===== src/rtl/fetch_unit.sv =====
// fetch_unit: PC owner and IF/ID register with stall, EX redirect, J/JAL predecode and syscall halt
module fetch_unit #(
   parameter logic [31:0] RESET_PC = 32'h0000_0000
) (
   input  logic        clk,
   input  logic        rst,
   input  logic [31:0] instr,
   input  logic        stall,
   input  logic        redirect,
   input  logic [31:0] redirect_pc,
   output logic [31:0] pc,
   output logic [31:0] if_id_instr,
   output logic [31:0] if_id_pc_plus1,
   output logic        if_id_valid,
   output logic        halted
);
   typedef enum logic {RUN, HALT} state_t;
   state_t state;
   logic [31:0] pc_plus1;
   logic is_jump, is_halt;
   assign pc_plus1 = pc + 32'd1;
   assign is_jump = instr[31:27] == 5'b00001;
   assign is_halt = instr[31:26] == 6'h00 && instr[5:0] == 6'h0C;
   assign halted = state == HALT;
   always_ff @(posedge clk or posedge rst) begin
      if (rst) begin
         state <= RUN;
         pc <= RESET_PC;
         if_id_instr <= '0;
         if_id_pc_plus1 <= '0;
         if_id_valid <= 1'b0;
      end else if (redirect) begin
         state <= RUN;
         pc <= redirect_pc;
         if_id_instr <= '0;
         if_id_pc_plus1 <= '0;
         if_id_valid <= 1'b0;
      end else if (!stall) begin
         if (state == HALT) begin
            if_id_instr <= '0;
            if_id_pc_plus1 <= '0;
            if_id_valid <= 1'b0;
         end else begin
            if_id_instr <= instr;
            if_id_pc_plus1 <= pc_plus1;
            if_id_valid <= 1'b1;
            // a syscall parks the PC on itself; jumps resolve here with no delay slot
            pc <= is_halt ? pc : is_jump ? {pc_plus1[31:26], instr[25:0]} : pc_plus1;
            if (is_halt) state <= HALT;
         end
      end
   end
endmodule


===== config.mk =====
export PLATFORM = sky130hd
export DESIGN_NAME = fetch_unit
export DESIGN_NICKNAME = d
export VERILOG_FILES = /design/src/rtl/fetch_unit.sv
export SDC_FILE = /design/constraint.sdc
export NUM_CORES = 1
export LEC_CHECK = 0
export BUFFER_PORTS_ARGS = -buffer_cell sky130_fd_sc_hd__buf_2
export CAP_MARGIN = 20
export CORE_UTILIZATION = 51
export CTS_CLUSTER_DIAMETER = 60
export CTS_CLUSTER_SIZE = 8
export DETAILED_ROUTE_END_ITERATION = 12
export PLACE_DENSITY_LB_ADDON = 0.25
export SETUP_SLACK_MARGIN = 0.02
export SYNTH_ARGS = -nofsm -noshare
export SYNTH_HDL_FRONTEND = slang
export SYNTH_SLANG_ARGS = --single-unit

===== constraint.sdc =====
create_clock -name clk -period 3.53 [get_ports clk]
set_input_delay 0.706 -clock clk [delete_from_list [all_inputs] [get_ports clk]]
set_output_delay 0.706 -clock clk [all_outputs]
set_load 0.005 [all_outputs]

==> qor.yml <==
antenna_found_initial: 0
reg2reg_depth: 5
p_total_w: 0.00254
clk_latency_ns: 0.37
coreArea_um2: 9240
min_period_ns: 2.60
cts_sinks: 98
post_cts_buffers: 0
synthSimpleGateAreaFrac_pct: 18.5
ir_worst_vdd_v: 0.000207
grt_max_degree: 67
grt_pass1_wl_um: 23200
grt_pass1_vias: 4420
drt_first_pass_iters: 5
clk_path_buf_depth: 2
drive_gt1_share_pct: 31.4
critPathKind: "reg -> reg"
fillers: 806
hpwlAfterDp_um: 10300
arrival_ns: 2.86
synth_area_leaders: "dfrtp_1, a22o_1, nand2_1"
io_buffers: 165
yosysTopAreaCell: "dfrtp_1"
power.density_nw_per_um2: 422
hold_viol_final: 0
yosysSeqAreaShare_pct: 50.2
setup_violations: 0
worst_pin_slew_ns: 0.834
synth_commonest_cells: "dfrtp_1, nand2_1, o21ai_0"
die-area_um2: 9970
setup-tns-final_ns: 0
initial_core_util_pct: 52.8
timing.fmax_mhz: 384
dp_slack_ns: 0.989
reg2reg_from: "pc[3]"
whs_endpoint: "if_id_valid"
rows: 35
holdPathStages: 2
globalplace.congestion: 0.882
outcome: "completed"
ios: 166
postCtsResizedCells: 0
routedWlPerCell_um: 18.6
synthAdderAreaFrac_pct: 0.256
synth_nets: 572
critPathCaptureType: "register"
power.internal_w: 0.00177
syn2layout_area_growth_pct: 23.4
yosysTopAreaCellShare_pct: 50.2
yosys_warnings: 0
slew_viol_final: 0
die_x_um: 99.8
cts_tree: "built"
routed_wl_um: 14600
synth_top_family_by_area: "compound AO/OA/AOI/OAI gates"
h-tree-depth: 3
numCtsBuffers: 9
seqPwrFrac_pct: 51.6
finalCritPeriodShare_pct: 73.7
path_max_fanout: 14
swShare_pct: 30.5
postLayoutCellArea_um2: 6020
synth_mux_area_share_pct: 1.03
hold_slack_ns: 0.477
min_path_type: "reg -> reg"
pwr-share-comb_pct: 18.0
avgViaCountPerCell: 5.96
netSwitchingPower_w: 0.000776
synth-xor-area-share_pct: 4.13
ff2ff_setup_slack_ns: 0.93
reg2reg_to: "pc[18]"
drtAntennaViolNets: 0
final_nets: 721
leakage_nw: 2.96
cts_root_buf: "clkbuf_8"
globalRouteOverflowTotal: 0
setup_ws_ns: 0.927
cts_hold_buf: 0
yosysMostFrequentCell: "dfrtp_1"
relSlewSlack_pct: 44.4
drt-initial-drc-count: 326
required_ns: 3.79
synth_enable_flop_cells: 0
clock_skew_ns: 0.0149
synth-compound-area-share_pct: 22.3
async_flop_share_pct: 100
postSynthAreaPerCell_um2: 9.70
power_frac_clock_pct: 30.4
syn_inst: 503
start_kind: "register"
maxCapViolCount: 0
min_from: "if_id_valid"
synth_flop_cell: "dfrtp_1"
dpl_cell_area_um2: 5810
clkTransAtPathRegs_ns: 0.10
rsz0062_at_grt: "no"
antennaDiodeCount: 0
grt_usage_pct: 30.3
yosysUniqueCellTypes: 52
drc: 0
syn_area_um2: 4880
via_count: 4685
yosys_register_bits: 98
die_height_um: 99.8
logic make-up after synthesis:
family / count (synthesis)
and+or+nand+nor: 181
adders and majority gates: 1
DFF: 98
xor gates and xnor gates: 23
muxes: 5
buffers and inverters: 44
AOI/OAI and AO/OA: 151
placed cells by master (no fill, tap or decap), types with 5 or more instances in the layout:
cell      count
o21ai_0      42
nor2_1       25
nand2_1      76
a22o_1       39
o221ai_1     11
a211o_1       8
a21oi_1      15
o31ai_1       5
inv_1         5
nor2b_1       9
dfrtp_1      98
mux2i_1       5
buf_2       165
nand4_1      10
nor3_1       13
clkbuf_8     10
nand3_1      16
buf_4        11
xnor2_1      14
nor4_1        7
xor2_1        9
a31oi_1       5
registers in the layout, indices dropped and copies added, names as in the netlist:
signal,flops
if_id_pc_plus1,32
if_id_valid,1
if_id_instr,32
pc,32
halted,1
cell type report:
type / count / area [µm²] / share of cell area [%]
clock buffer: 10 / 138 / 2.29
clock inverter: 6 / 72.6 / 1.21
inverter: 6 / 25.0 / 0.416
multi-input combinational: 361 / 2260 / 37.6
sequential: 98 / 2450 / 40.7
tap: 129 / 161 / 2.68
timing repair buffer: 176 / 908 / 15.1
critical path, stage by stage (launching register included):
cell and delay (ns):
dfrtp_1 0.48, nand4_1 0.55, or2_1 0.55, o31ai_1 0.43, a31oi_1 0.16, a211o_2 0.33
worst max path at each step:
stage / startpoint / endpoint / slack, ns / cells after the start
4_1_cts: pc[3] / pc[22] / 1.0 / 5
2_1_floorplan: rst / halted / 0.26 / 1
5_1_grt: pc[3] / pc[18] / 0.77 / 5
3_3_place_gp: instr[26] / pc[2] / 1.07 / 7
6_report: pc[3] / pc[18] / 0.93 / 5
3_5_place_dp: instr[5] / pc[2] / 0.99 / 7
power groups by stage:
| stage | registers [W] | clock network [W] | logic, W |
|---|---|---|---|
| detailed placement | 0.00133 | 0 | 0.000455 |
| global placement | 0.00133 | 0 | 0.000446 |
| global route | 0.00133 | 0.000829 | 0.000504 |
| finish | 0.00131 | 0.000773 | 0.000458 |
| CTS | 0.00131 | 0.000784 | 0.000458 |
| floorplan | 0.00132 | 0 | 0.000242 |
metal layers:
metal | track usage [%] | vias up | routed length (µm)
met4 | 11.0 | 0 | 284
met3 | 4.46 | 28 | 1090
met5 | 0 | - | 0
li1 | - | 2161 | -
met1 | 44.4 | 2265 | 6540
met2 | 45.8 | 231 | 6740
stage by stage:
step	std cells	util, %
4_1_cts	786	65.2
5_1_grt	786	65.2
3_5_place_dp	770	62.9
6_report	786	65.2
3_3_place_gp	770	62.9
2_1_floorplan	503	-
Note: power is estimated with default switching activity, not from simulation.
